`config.mk`:
```
export PLATFORM = sky130hd
export DESIGN_NAME = prco_uart_rx_flat
export DESIGN_NICKNAME = d
export VERILOG_FILES = /design/src/rtl/prco_uart_rx_if.sv /design/src/rtl/prco_uart_rx.sv /design/src/flat_wrapper.sv
export SDC_FILE = /design/constraint.sdc
export NUM_CORES = 1
export LEC_CHECK = 0
export CAP_MARGIN = 20
export CORE_MARGIN = 2
export CORE_UTILIZATION = 59
export CTS_BUF_LIST = sky130_fd_sc_hd__clkbuf_4
export CTS_CLUSTER_SIZE = 28
export DETAILED_ROUTE_END_ITERATION = 16
export GPL_ROUTABILITY_DRIVEN = 0
export PLACE_DENSITY = 0.81
export SLEW_MARGIN = 40
export SYNTH_ARGS = -nofsm -noshare
export SYNTH_HDL_FRONTEND = slang
export SYNTH_SLANG_ARGS = --single-unit
```
`constraint.sdc`:
```
create_clock -name i_clk -period 3 [get_ports i_clk]
set_input_delay 0.75 -clock i_clk [delete_from_list [all_inputs] [get_ports i_clk]]
set_output_delay 0.75 -clock i_clk [all_outputs]
set_load 0.02 [all_outputs]
```
`src/rtl/prco_uart_rx_if.sv`:
```
// Handshake and line bundle between the UART receiver and its consumer.
// The receiver uses the slave view; whoever drives the line and consumes bytes uses the master view.
interface prco_uart_rx_if;
    logic       i_en;
    logic       i_rx;
    logic       i_ack;
    logic       i_clr_err;
    logic [7:0] q_byte;
    logic       q_valid;
    logic       q_frame_err;
    logic       q_overrun;
    logic       q_busy;

    modport slave (
        input  i_en, i_rx, i_ack, i_clr_err,
        output q_byte, q_valid, q_frame_err, q_overrun, q_busy
    );

    modport master (
        output i_en, i_rx, i_ack, i_clr_err,
        input  q_byte, q_valid, q_frame_err, q_overrun, q_busy
    );
endinterface

```
`src/rtl/prco_uart_rx.sv`:
```
// UART 8N1 receiver: centre-sampled bits, one-entry holding register with valid/ack,
// sticky framing-error and overrun flags.
module prco_uart_rx #(
    parameter int CLKS_PER_BIT = 434,
    parameter int CNT_W        = 16
) (
    input  logic            i_clk,
    input  logic            i_reset,
    prco_uart_rx_if.slave   bus
);

    typedef enum logic [2:0] {
        IDLE      = 3'd0,
        START     = 3'd1,
        DATA      = 3'd2,
        STOP      = 3'd3,
        WAIT_IDLE = 3'd4
    } state_t;

    // The start interval is H cycles so that every later sample lands mid-bit.
    localparam logic [CNT_W-1:0] BIT_LAST  = CNT_W'(CLKS_PER_BIT - 1);
    localparam logic [CNT_W-1:0] HALF_LAST = CNT_W'((CLKS_PER_BIT / 2) - 1);

    state_t           state_r;
    logic [CNT_W-1:0] cnt_r;
    logic [2:0]       bit_idx_r;
    logic [7:0]       shift_r;
    logic             rx_meta_r;
    logic             rx_sync_r;
    logic [7:0]       data_r;
    logic             valid_r;
    logic             frame_err_r;
    logic             overrun_r;
    logic             busy_r;

    // Synchroniser, receive FSM, holding register and sticky flags.
    always_ff @(posedge i_clk) begin
        if (i_reset) begin
            rx_meta_r   <= 1'b1;
            rx_sync_r   <= 1'b1;
            state_r     <= IDLE;
            cnt_r       <= {CNT_W{1'b0}};
            bit_idx_r   <= 3'd0;
            shift_r     <= 8'h00;
            data_r      <= 8'h00;
            valid_r     <= 1'b0;
            frame_err_r <= 1'b0;
            overrun_r   <= 1'b0;
            busy_r      <= 1'b0;
        end else begin
            rx_meta_r <= bus.i_rx;
            rx_sync_r <= rx_meta_r;

            if (bus.i_ack && valid_r) begin
                valid_r <= 1'b0;
            end
            if (bus.i_clr_err) begin
                frame_err_r <= 1'b0;
                overrun_r   <= 1'b0;
            end

            // Flag-setting and delivery below are written later so they win over clear/ack.
            if (!bus.i_en) begin
                state_r   <= IDLE;
                busy_r    <= 1'b0;
                cnt_r     <= {CNT_W{1'b0}};
                bit_idx_r <= 3'd0;
            end else begin
                case (state_r)
                    IDLE: begin
                        if (!rx_sync_r) begin
                            state_r <= START;
                            busy_r  <= 1'b1;
                            cnt_r   <= {CNT_W{1'b0}};
                        end
                    end
                    START: begin
                        if (cnt_r == HALF_LAST) begin
                            cnt_r <= {CNT_W{1'b0}};
                            if (!rx_sync_r) begin
                                state_r   <= DATA;
                                bit_idx_r <= 3'd0;
                            end else begin
                                state_r <= IDLE;
                                busy_r  <= 1'b0;
                            end
                        end else begin
                            cnt_r <= cnt_r + CNT_W'(1);
                        end
                    end
                    DATA: begin
                        if (cnt_r == BIT_LAST) begin
                            cnt_r   <= {CNT_W{1'b0}};
                            shift_r <= {rx_sync_r, shift_r[7:1]};
                            if (bit_idx_r == 3'd7) begin
                                state_r <= STOP;
                            end else begin
                                bit_idx_r <= bit_idx_r + 3'd1;
                            end
                        end else begin
                            cnt_r <= cnt_r + CNT_W'(1);
                        end
                    end
                    STOP: begin
                        if (cnt_r == BIT_LAST) begin
                            cnt_r <= {CNT_W{1'b0}};
                            if (rx_sync_r) begin
                                data_r  <= shift_r;
                                valid_r <= 1'b1;
                                if (valid_r && !bus.i_ack) begin
                                    overrun_r <= 1'b1;
                                end
                                state_r <= IDLE;
                                busy_r  <= 1'b0;
                            end else begin
                                frame_err_r <= 1'b1;
                                state_r     <= WAIT_IDLE;
                            end
                        end else begin
                            cnt_r <= cnt_r + CNT_W'(1);
                        end
                    end
                    WAIT_IDLE: begin
                        if (rx_sync_r) begin
                            state_r <= IDLE;
                            busy_r  <= 1'b0;
                        end
                    end
                    default: begin
                        state_r <= IDLE;
                        busy_r  <= 1'b0;
                        cnt_r   <= {CNT_W{1'b0}};
                    end
                endcase
            end
        end
    end

    assign bus.q_byte      = data_r;
    assign bus.q_valid     = valid_r;
    assign bus.q_frame_err = frame_err_r;
    assign bus.q_overrun   = overrun_r;
    assign bus.q_busy      = busy_r;

endmodule

```
`src/flat_wrapper.sv`:
```
// flat-port wrapper written by rule: the top's interface ports become plain ports
module prco_uart_rx_flat 
#(
    parameter int CLKS_PER_BIT = 434,
    parameter int CNT_W        = 16
)
  (i_clk, i_reset, bus_i_en, bus_i_rx, bus_i_ack, bus_i_clr_err, bus_q_byte, bus_q_valid, bus_q_frame_err, bus_q_overrun, bus_q_busy);
  prco_uart_rx_if bus_i ();
  input  logic i_clk;
  input  logic i_reset;
  input wire logic [$bits(bus_i.i_en)-1:0] bus_i_en;
  input wire logic [$bits(bus_i.i_rx)-1:0] bus_i_rx;
  input wire logic [$bits(bus_i.i_ack)-1:0] bus_i_ack;
  input wire logic [$bits(bus_i.i_clr_err)-1:0] bus_i_clr_err;
  output wire logic [$bits(bus_i.q_byte)-1:0] bus_q_byte;
  output wire logic [$bits(bus_i.q_valid)-1:0] bus_q_valid;
  output wire logic [$bits(bus_i.q_frame_err)-1:0] bus_q_frame_err;
  output wire logic [$bits(bus_i.q_overrun)-1:0] bus_q_overrun;
  output wire logic [$bits(bus_i.q_busy)-1:0] bus_q_busy;
  assign bus_i.i_en = bus_i_en;
  assign bus_i.i_rx = bus_i_rx;
  assign bus_i.i_ack = bus_i_ack;
  assign bus_i.i_clr_err = bus_i_clr_err;
  assign bus_q_byte = bus_i.q_byte;
  assign bus_q_valid = bus_i.q_valid;
  assign bus_q_frame_err = bus_i.q_frame_err;
  assign bus_q_overrun = bus_i.q_overrun;
  assign bus_q_busy = bus_i.q_busy;
  prco_uart_rx #(.CLKS_PER_BIT(CLKS_PER_BIT), .CNT_W(CNT_W)) u_core (.i_clk(i_clk), .i_reset(i_reset), .bus(bus_i));
endmodule
```
After elaboration in Yosys (flattened, before gate mapping):

Cells that the tools add are included.

* logic and storage cells: 83
* flip-flop bits (word level): 44
* memories: 0
* latch bits: 0
* ROM bits: 0
* input bits: 6
* bits in writable memories: 0
* output and inout port bits: 12

* bitwise gates (word level): 3
* divide/modulo/power cells: 0
* multipliers: 0
* magnitude comparators: 0
* shifts and indexed selects: 0
* reduce and logical (&&, ||, !) cells: 13
* mux-type cells: 39
* equal/unequal tests: 15
* add/sub/neg operators: 2

Operators with widths (number)
* case mux 16 bit (4 select lines): 1
* 2-to-1 mux 16 bit: 3
* 2-to-1 mux 3 bit: 11
* 2-to-1 mux 1 bit: 20
* adder 16 x 1 -> 16 bit, second input constant: 1
* == test 16 x 8 -> 1 bit, second input constant: 1
* == test 16 x 9 -> 1 bit, second input constant: 1
* case mux 3 bit (5 select lines): 1
* inequality test 2 x 1 -> 1 bit, second input constant: 5
* AND reduction 4 bit: 2
* == test 3 x 2 -> 1 bit, second input constant: 2
* == test 3 bit, second input constant: 2
* inequality test 2 bit, second input constant: 3
* case mux 3 bit (2 select lines): 1
* AND reduction 6 bit: 1
* case mux 1 bit (5 select lines): 1
* AND reduction 5 bit: 1
* OR reduction 2 bit: 2
* adder 3 x 1 -> 3 bit, second input constant: 1
* == test 3 x 1 -> 1 bit, second input constant: 1
* logical NOT 3 bit: 1
* NOT 1 bit: 3
* AND reduction 3 bit: 1
* logical AND 1 bit: 2
* other kinds (4): 4

Depth between registers and ports, before layout:

Gate-level depths: netlist (run 1).

* word-level depth: 7
* mapped depth: 8
* gate-level depth less buffers: 7

Least setup slack after synthesis (run 1):

OpenSTA, ideal clock, no wires.

* path type: register to register
* start: register u_core.cnt_r[9]
* end: register u_core.cnt_r[3]
* period minus slack after synthesis: 2168 ps
* setup slack: 832 ps
* arrival time: 2046 ps
* cell stages (with the launch flop): 6
* setup time: 122 ps
* buffers on the path: 0
* required time: 2878 ps
* cell sequence: dfxtp_1 or4_4 nor4_4 o32ai_2 nor4b_4 a311o_1

* cells in the longest elaborated chain, start to end: 3
* elaborated cells between the ends (all ways): 5
* those cells by class: 2 x eq/ne; 3 x mux

RTL lines
* start: declaration: RTL line prco_uart_rx.sv:25 `logic [CNT_W-1:0] cnt_r;`
* start signal: assignment: RTL line prco_uart_rx.sv:42 `cnt_r <= {CNT_W{1'b0}};`
* start signal: assignment: RTL line prco_uart_rx.sv:66 `cnt_r <= {CNT_W{1'b0}};`
* start signal: assignment: RTL line prco_uart_rx.sv:74 `cnt_r <= {CNT_W{1'b0}};`
* == test 16 x 9 -> 1 bit or == test 16 x 8 -> 1 bit (tied branches): RTL line prco_uart_rx.sv:92, prco_uart_rx.sv:105, prco_uart_rx.sv:78
* 2-to-1 mux 16 bit, on equally long branches: RTL line prco_uart_rx.sv:92, prco_uart_rx.sv:105, prco_uart_rx.sv:78
* case mux 16 bit (4 select lines) (*): RTL line prco_uart_rx.sv:69 `case (state_r)`

Mark *: on every way between the ends. The rest lies on a longest branch, timed or not.
A chain may end at the register's enable or synchronous reset.

Worst setup path in the final report (run 1):

Ends and elaborated chain as after synthesis.

==> impl_results.md, run 1 <==
- Status: completed
- CTS buffer count: 5
- Post-DRT Antenna Nets: 0
- Post-route clock period utilization: 79.99%
- Post-placement cell area: ~2300 um^2
- Max Used Layer: met4
- # DRC: 0
- P_sw: roughly 0.22 mW
- Clk pwr share: between 30% and 40%
- First-pass GRT wire length: approximately 6.9 mm
- Diode count: 0
- Crit Path Category: register to register
- Least-Margin Pin Slew: about 670 ps
- Cell area after layout: approximately 2400 um^2
- DP Wirelength: between 2 and 3 mm
- Setup-failing EPs final: 0
- Max Freq: 0.4167 GHz
- Clk slew on worst S/H paths: between 100 and 150 ps
- Clk sinks: 44
- Total wire length: between 3 and 4 mm
- Gate count of the mapped netlist: approximately 230
- Post-layout min period: about 2400 ps
- GRT Residual Overflow: 0
- Seq/Total Area, Yosys: 42.08%
- Crit Path Max Fanout: 10
- Syn_area_per_cell: 9.221 um^2
- Routed wl met2: around 1.8 mm
- Max Slew Vio Count: 0
- Die Width: between 60 and 70 um
- Post-synth EDFFs: 0
- Synth warn: 0
- Worst path arrival time: 2660 ps
- Syn nets: about 240
- Final hold vios: 0
- Top FF cell, synth: dfxtp_1
- Setup TNS: 0 ps
- WL/cell: 13.38 um
- Port bufs: 17
- Metal3 WL: slightly above 200 um
- Vias: about 1700
- Yosys reg bits: 44
- Total track usage: a little over a fifth
- HP Class: register to register
- Leakage: about 0.93 nW
- Largest net degree at the start of global routing: 23
- Req. time, crit path: between 3000 and 4000 ps
- Worst setup margin: approximately 600 ps
- Area growth, synth to finish: 14.58%
- Max Cap Viol: 0
- Clk Latency, worst-skew pair: 370 ps
- Post_cts resized: 0
- Post-synthesis cell type count: 43
- Layout Nets: around 260
- Die Y-Extent: 63.57 um
- CTS Buffer Depth: 2
- Unrepaired setup endpoints after global routing: no
- Die Area: slightly above 4000 um^2
- Fill cells: around 280
- Internal power: 0.7755 mW
- Max_slew headroom: 54.76%
- Clk_skew: about 11 ps
- Cell area after synthesis: roughly 2100 um^2
- Vias in the first global route: 1578
- Commonest cells after routing, fill and taps aside: dfxtp_1, nor2_1, mux2i_1
- Share of power burned in registers: 59.2%
- Hold buffer count at cts: 0
- Peak supply drop: between 300 and 400 uV
- Starting density of the core: approximately 62%
- Sw Share: roughly 22%
- TritonCTS clock tree: built
- DRT Pass-1 Iters: 6
- PwrDens: 414.7 nW/um^2
- Gate power share: under 10%
- Core box area: 3363 um^2
- IO Count: 18
- Commonest non-fill, non-tap cell in the layout: dfxtp_1
- Vias/cell: 5.666
- Routed metal-1 wirelength: ~1.8 mm
- Setup Buffers After CTS: 0
- 1st-iter DRT viols: 53
- Initial antenna violation count: 0
- Share of layout cells above drive strength 1: 10.12%
- Pre-CTS WS: just over 500 ps
- Synth async-reset ratio: 0%
- Clock root cell: clkbuf_4
- H-tree depth: 2
- Critical Path Sink Type: register
- Critical Path Start Type: register
- Row count: 21
stage by stage:
step	instances	total power, mW	utilization (%)	hold WS [ps]
after floorplan	227	0.6223	-	389.5
after global placement	285	0.6382	68.94	397.7
after detailed placement	285	0.6387	68.94	403.4
after CTS	293	1.005	71.32	432.8
after global routing	293	1.037	71.32	447.7
final	293	0.9947	71.32	426.8
cell families after synthesis:
logic type / synth area share [%]
AND/OR/NAND/NOR: 28.87
flip-flops: 42.08
AO/OA/AOI/OAI: 9.445
multiplexers: 10.04
adder cells (fa/ha/maj): 2.989
XOR/XNOR: 3.765
buffers and inverters: 2.809
synthesized netlist by cell type (3+ instances only):
| master | instances | area [um^2] |
|---|---|---|
| dfxtp_1 | 44 | 880.8 |
| nor2_1 | 33 | 123.9 |
| mux2i_1 | 21 | 210.2 |
| nand2_1 | 13 | 48.80 |
| nand3_1 | 10 | 50.05 |
| clkbuf_1 | 8 | 30.03 |
| a21oi_1 | 6 | 30.03 |
| a31oi_1 | 6 | 37.54 |
| nand2b_1 | 6 | 37.54 |
| nand4_1 | 6 | 37.54 |
| o21ai_0 | 6 | 30.03 |
| ha_1 | 5 | 62.56 |
| inv_1 | 5 | 18.77 |
| nand3b_1 | 5 | 37.54 |
| nor3_1 | 5 | 25.02 |
| xor2_1 | 5 | 43.79 |
| nor4_1 | 4 | 25.02 |
| xnor2_1 | 4 | 35.03 |
| nor2b_1 | 3 | 18.77 |
| or2b_1 | 3 | 22.52 |
worst max-delay path, stage by stage, from the launching register on:
cell and delay [ps]:
dfxtp_1 370, or4_4 580, nor4_4 570, o32ai_2 270
nor4b_4 190, a311o_1 320
power groups by stage:
stage	registers [mW]	clock network [mW]	logic, mW
final	0.589	0.369	0.0370
after global routing	0.590	0.406	0.0405
after CTS	0.589	0.379	0.0370
after detailed placement	0.602	0	0.0368
after global placement	0.602	0	0.0365
after floorplan	0.600	0	0.0219
layout make-up:
class,instances,area (um^2),area share (%)
clock buffers,5,37.54,1.565
clock inverters,3,42.54,1.774
inverters,5,18.77,0.7825
multi-input cells,168,1154,48.10
flip-flops and latches,44,880.8,36.72
well taps,46,57.56,2.400
repair buffers,22,207.7,8.659
state kept, by name, summed over array words and instances, names as in the netlist:
name / flops
u_core.rx_sync_r: 1
u_core.cnt_r: 16
u_core.bus.q_valid: 1
u_core.bus.q_frame_err: 1
u_core.bus.q_overrun: 1
u_core.bus.q_byte: 8
u_core.rx_meta_r: 1
u_core.bus.q_busy: 1
u_core.bit_idx_r: 3
u_core.state_r: 3
u_core.shift_r: 8
routing by layer:
metal / vias up / global-route usage, %
met3: 8 / 6.786
met1: 772 / 25.23
met4: 0 / 12.50
met2: 36 / 35.92
met5: - / 0
li1: 844 / -
path summary, 6_finish.rpt:
path | endpoint | depth (start not counted) | slack (ps) | from
worst max-delay path | u_core.cnt_r[3] | 5 | 600 | u_core.cnt_r[9]
worst min-delay path | u_core.rx_sync_r | 1 | 430 | u_core.rx_meta_r
worst max register to register | u_core.cnt_r[3] | 5 | 600 | u_core.cnt_r[9]
worst min register to register | u_core.rx_sync_r | 1 | 430 | u_core.rx_meta_r
No activity file was read; power rests on OpenSTA's default activity.
==> run 2, diff against run 1 <==
==> constraint.sdc (replaced) <==
create_clock -name i_clk -period 2.4 [get_ports i_clk]
set_input_delay 0.6 -clock i_clk [delete_from_list [all_inputs] [get_ports i_clk]]
set_output_delay 0.6 -clock i_clk [all_outputs]
set_load 0.02 [all_outputs]
==> run 2 against run 1 <==
Effect of this change:
- maximum frequency up 6.8%
- clock power is 8.9% lower
- via count is 2.3% higher
- flip-flop and latch count stayed put
- non-clock buffer count increased by 5
- routed wire length grew 5.8%
- worst setup slack got worse by 450 ps
- core utilization grew 0.22 points
- first-iteration DRC count is 11% higher
- clock skew rose by 2.0 ps
- critical path type unchanged
==> impl_results.md, run 2 (synthesis results as in run 1) <==
- Commonest non-fill, non-tap cell in the layout: dfxtp_1 (unchanged)
- Biggest register: u_core.cnt_r (unchanged)
- Vias in the first global route: 1661 (was 1578)
- Setup Buffers After CTS: 0 (unchanged)
- Max_slew headroom: 55.06% (was 54.76%)
- CTS Buffer Depth: 2 (unchanged)
- Max FFs per register: 16 (unchanged)
- Total track usage: 22.86% (was 21.94%)
- IO Count: 18 (unchanged)
- Critical path's top delay family: simple AND/OR/NAND/NOR gates (unchanged)
- Row count: 21 (unchanged)
- Leakage: 0.9407 nW (was 0.9289 nW)
- Hold buffer count at cts: 0 (unchanged)
- Max Freq: 0.4449 GHz (was 0.4167 GHz)
- Clock root cell: clkbuf_4 (unchanged)
- Post-layout min period: 2248 ps (was 2400 ps)
- Clk Latency, worst-skew pair: 360 ps (was 370 ps)
- Initial antenna violation count: 0 (unchanged)
- DP Wirelength: 2.928 mm (was 2.737 mm)
- Worst Path Buf+Inv: 0 (unchanged)
- PwrDens: 465.2 nW/um^2 (was 414.7 nW/um^2)
- Post_cts resized: 0 (unchanged)
- Largest net degree at the start of global routing: 22 (was 23)
- Die Width: 63.57 um (unchanged)
- Post-DRT Antenna Nets: 0 (unchanged)
- Post-route clock period utilization: 93.65% (was 79.99%)
- Vias/cell: 5.717 (was 5.666)
- Share of layout cells above drive strength 1: 11.55% (was 10.12%)
- Status: completed (unchanged)
- R2R Setup Slk: 150 ps (was 600 ps)
- Area growth, synth to finish: 14.94% (was 14.58%)
- Total wire length: 4.145 mm (was 3.919 mm)
- Clk sinks: 44 (unchanged)
- GRT Residual Overflow: 0 (unchanged)
- Clk_skew: 12.87 ps (was 10.86 ps)
- 1st-iter DRT viols: 59 (was 53)
- Peak supply drop: 425.4 uV (was 311.9 uV)
- Commonest cells after routing, fill and taps aside: dfxtp_1, nor2_1, mux2i_1 (unchanged)
- First-pass GRT wire length: 7.272 mm (was 6.879 mm)
- Total Power: 1.119 mW (was 0.9947 mW)
- Die Area: 4041 um^2 (unchanged)
- Setup-failing EPs final: 0 (unchanged)
- TritonCTS clock tree: built (unchanged)
- Starting density of the core: 62.24% (unchanged)
- Req. time, crit path: 2660 ps (was 3260 ps)
- Die Y-Extent: 63.57 um (unchanged)
- Least-Margin Pin Slew: 667.9 ps (was 672.4 ps)
- Port bufs: 17 (unchanged)
- Core box area: 3363 um^2 (unchanged)
- Worst path arrival time: 2500 ps (was 2660 ps)
- CP max stage delay: 580 ps (about the same)
- Layout Nets: 262 (was 257)
- Max Slew Vio Count: 0 (unchanged)
- Final hold vios: 0 (unchanged)
- Diode count: 0 (unchanged)
- Critical Path Start Type: register (unchanged)
- # DRC: 0 (unchanged)
- Vias: 1698 (was 1660)
- Clk slew on worst S/H paths: 130 ps (was 120 ps)
- CTS buffer count: 5 (unchanged)
- DRT Pass-1 Iters: 4 (was 6)
- Critical Path Sink Type: register (unchanged)
- HP Class: register to register (unchanged)
- Setup TNS: 0 ps (unchanged)
- Crit Path Max Fanout: 7 (was 10)
- Unrepaired setup endpoints after global routing: no (unchanged)
- WL/cell: 13.96 um (was 13.38 um)
- Crit-path slowest cell: or4_4 (unchanged)
- Max Cap Viol: 0 (unchanged)
- CP Cell Sequence: or4_4, nor4_4, o32ai_2, nor4b_4, a311o_1 (unchanged)
- H-tree depth: 2 (unchanged)
- Crit Path Category: register to register (unchanged)
run 2: changes by cell type in the layout (fill, tap and decap cells not counted):
cell / previous run / this run
bufinv_16: 1 / 0
buf_4: 5 / 10
run 2: worst reg2reg max path, cell delays in order (launching register included):
cell and delay, ps:
dfxtp_1 370, or4_4 580, nor4_4 480, o32ai_2 210
nor4b_4 170, a311o_1 330
run 2: worst paths after layout:
path	startpoint	to	depth (start not counted)
setup / recovery	u_core.cnt_r[9]	u_core.cnt_r[3]	5
hold / removal	u_core.rx_meta_r	u_core.rx_sync_r	1
setup reg to reg	u_core.cnt_r[9]	u_core.cnt_r[3]	5
hold reg to reg	u_core.rx_meta_r	u_core.rx_sync_r	1
run 2: area by class of cell:
| cell class | count | area, um^2 |
|---|---|---|
| sequential | 44 | 880.8 |
| timing repair buffer | 27 | 245.2 |
| clock buffer | 5 | 37.54 |
| multi-input combinational | 168 | 1154 |
| clock inverter | 2 | 12.51 |
| inverter | 5 | 18.77 |
| tap | 46 | 57.56 |
| fill | 292 | 957.2 |
run 2: layer usage:
metal  vias up  GRT usage (%)  part of all wire (%)
li1        851              -                     -
met1       802          27.27                    46
met2        36          37.37                    48
met3         9          6.786                   4.3
met4         0          11.14                   1.9
met5         -              0                     0
run 2: power breakdown:
group          switching [mW]  internal [mW]
Clock                   0.229          0.107
Sequential            0.00348          0.732
Combinational          0.0269         0.0202
run 2: metrics by stage:
stage	setup WS, ps	util, %	cells	cell area, um^2	hold WS, ps
finish	152.4	71.54	297	2406	421.6
global route	59.79	71.54	297	2406	450.9
CTS	139.2	71.54	297	2406	424.7
detailed placement	121.6	70.05	290	2356	396.8
global placement	198.8	70.05	290	2356	392.5
floorplan	231.9	-	227	2093	389.5
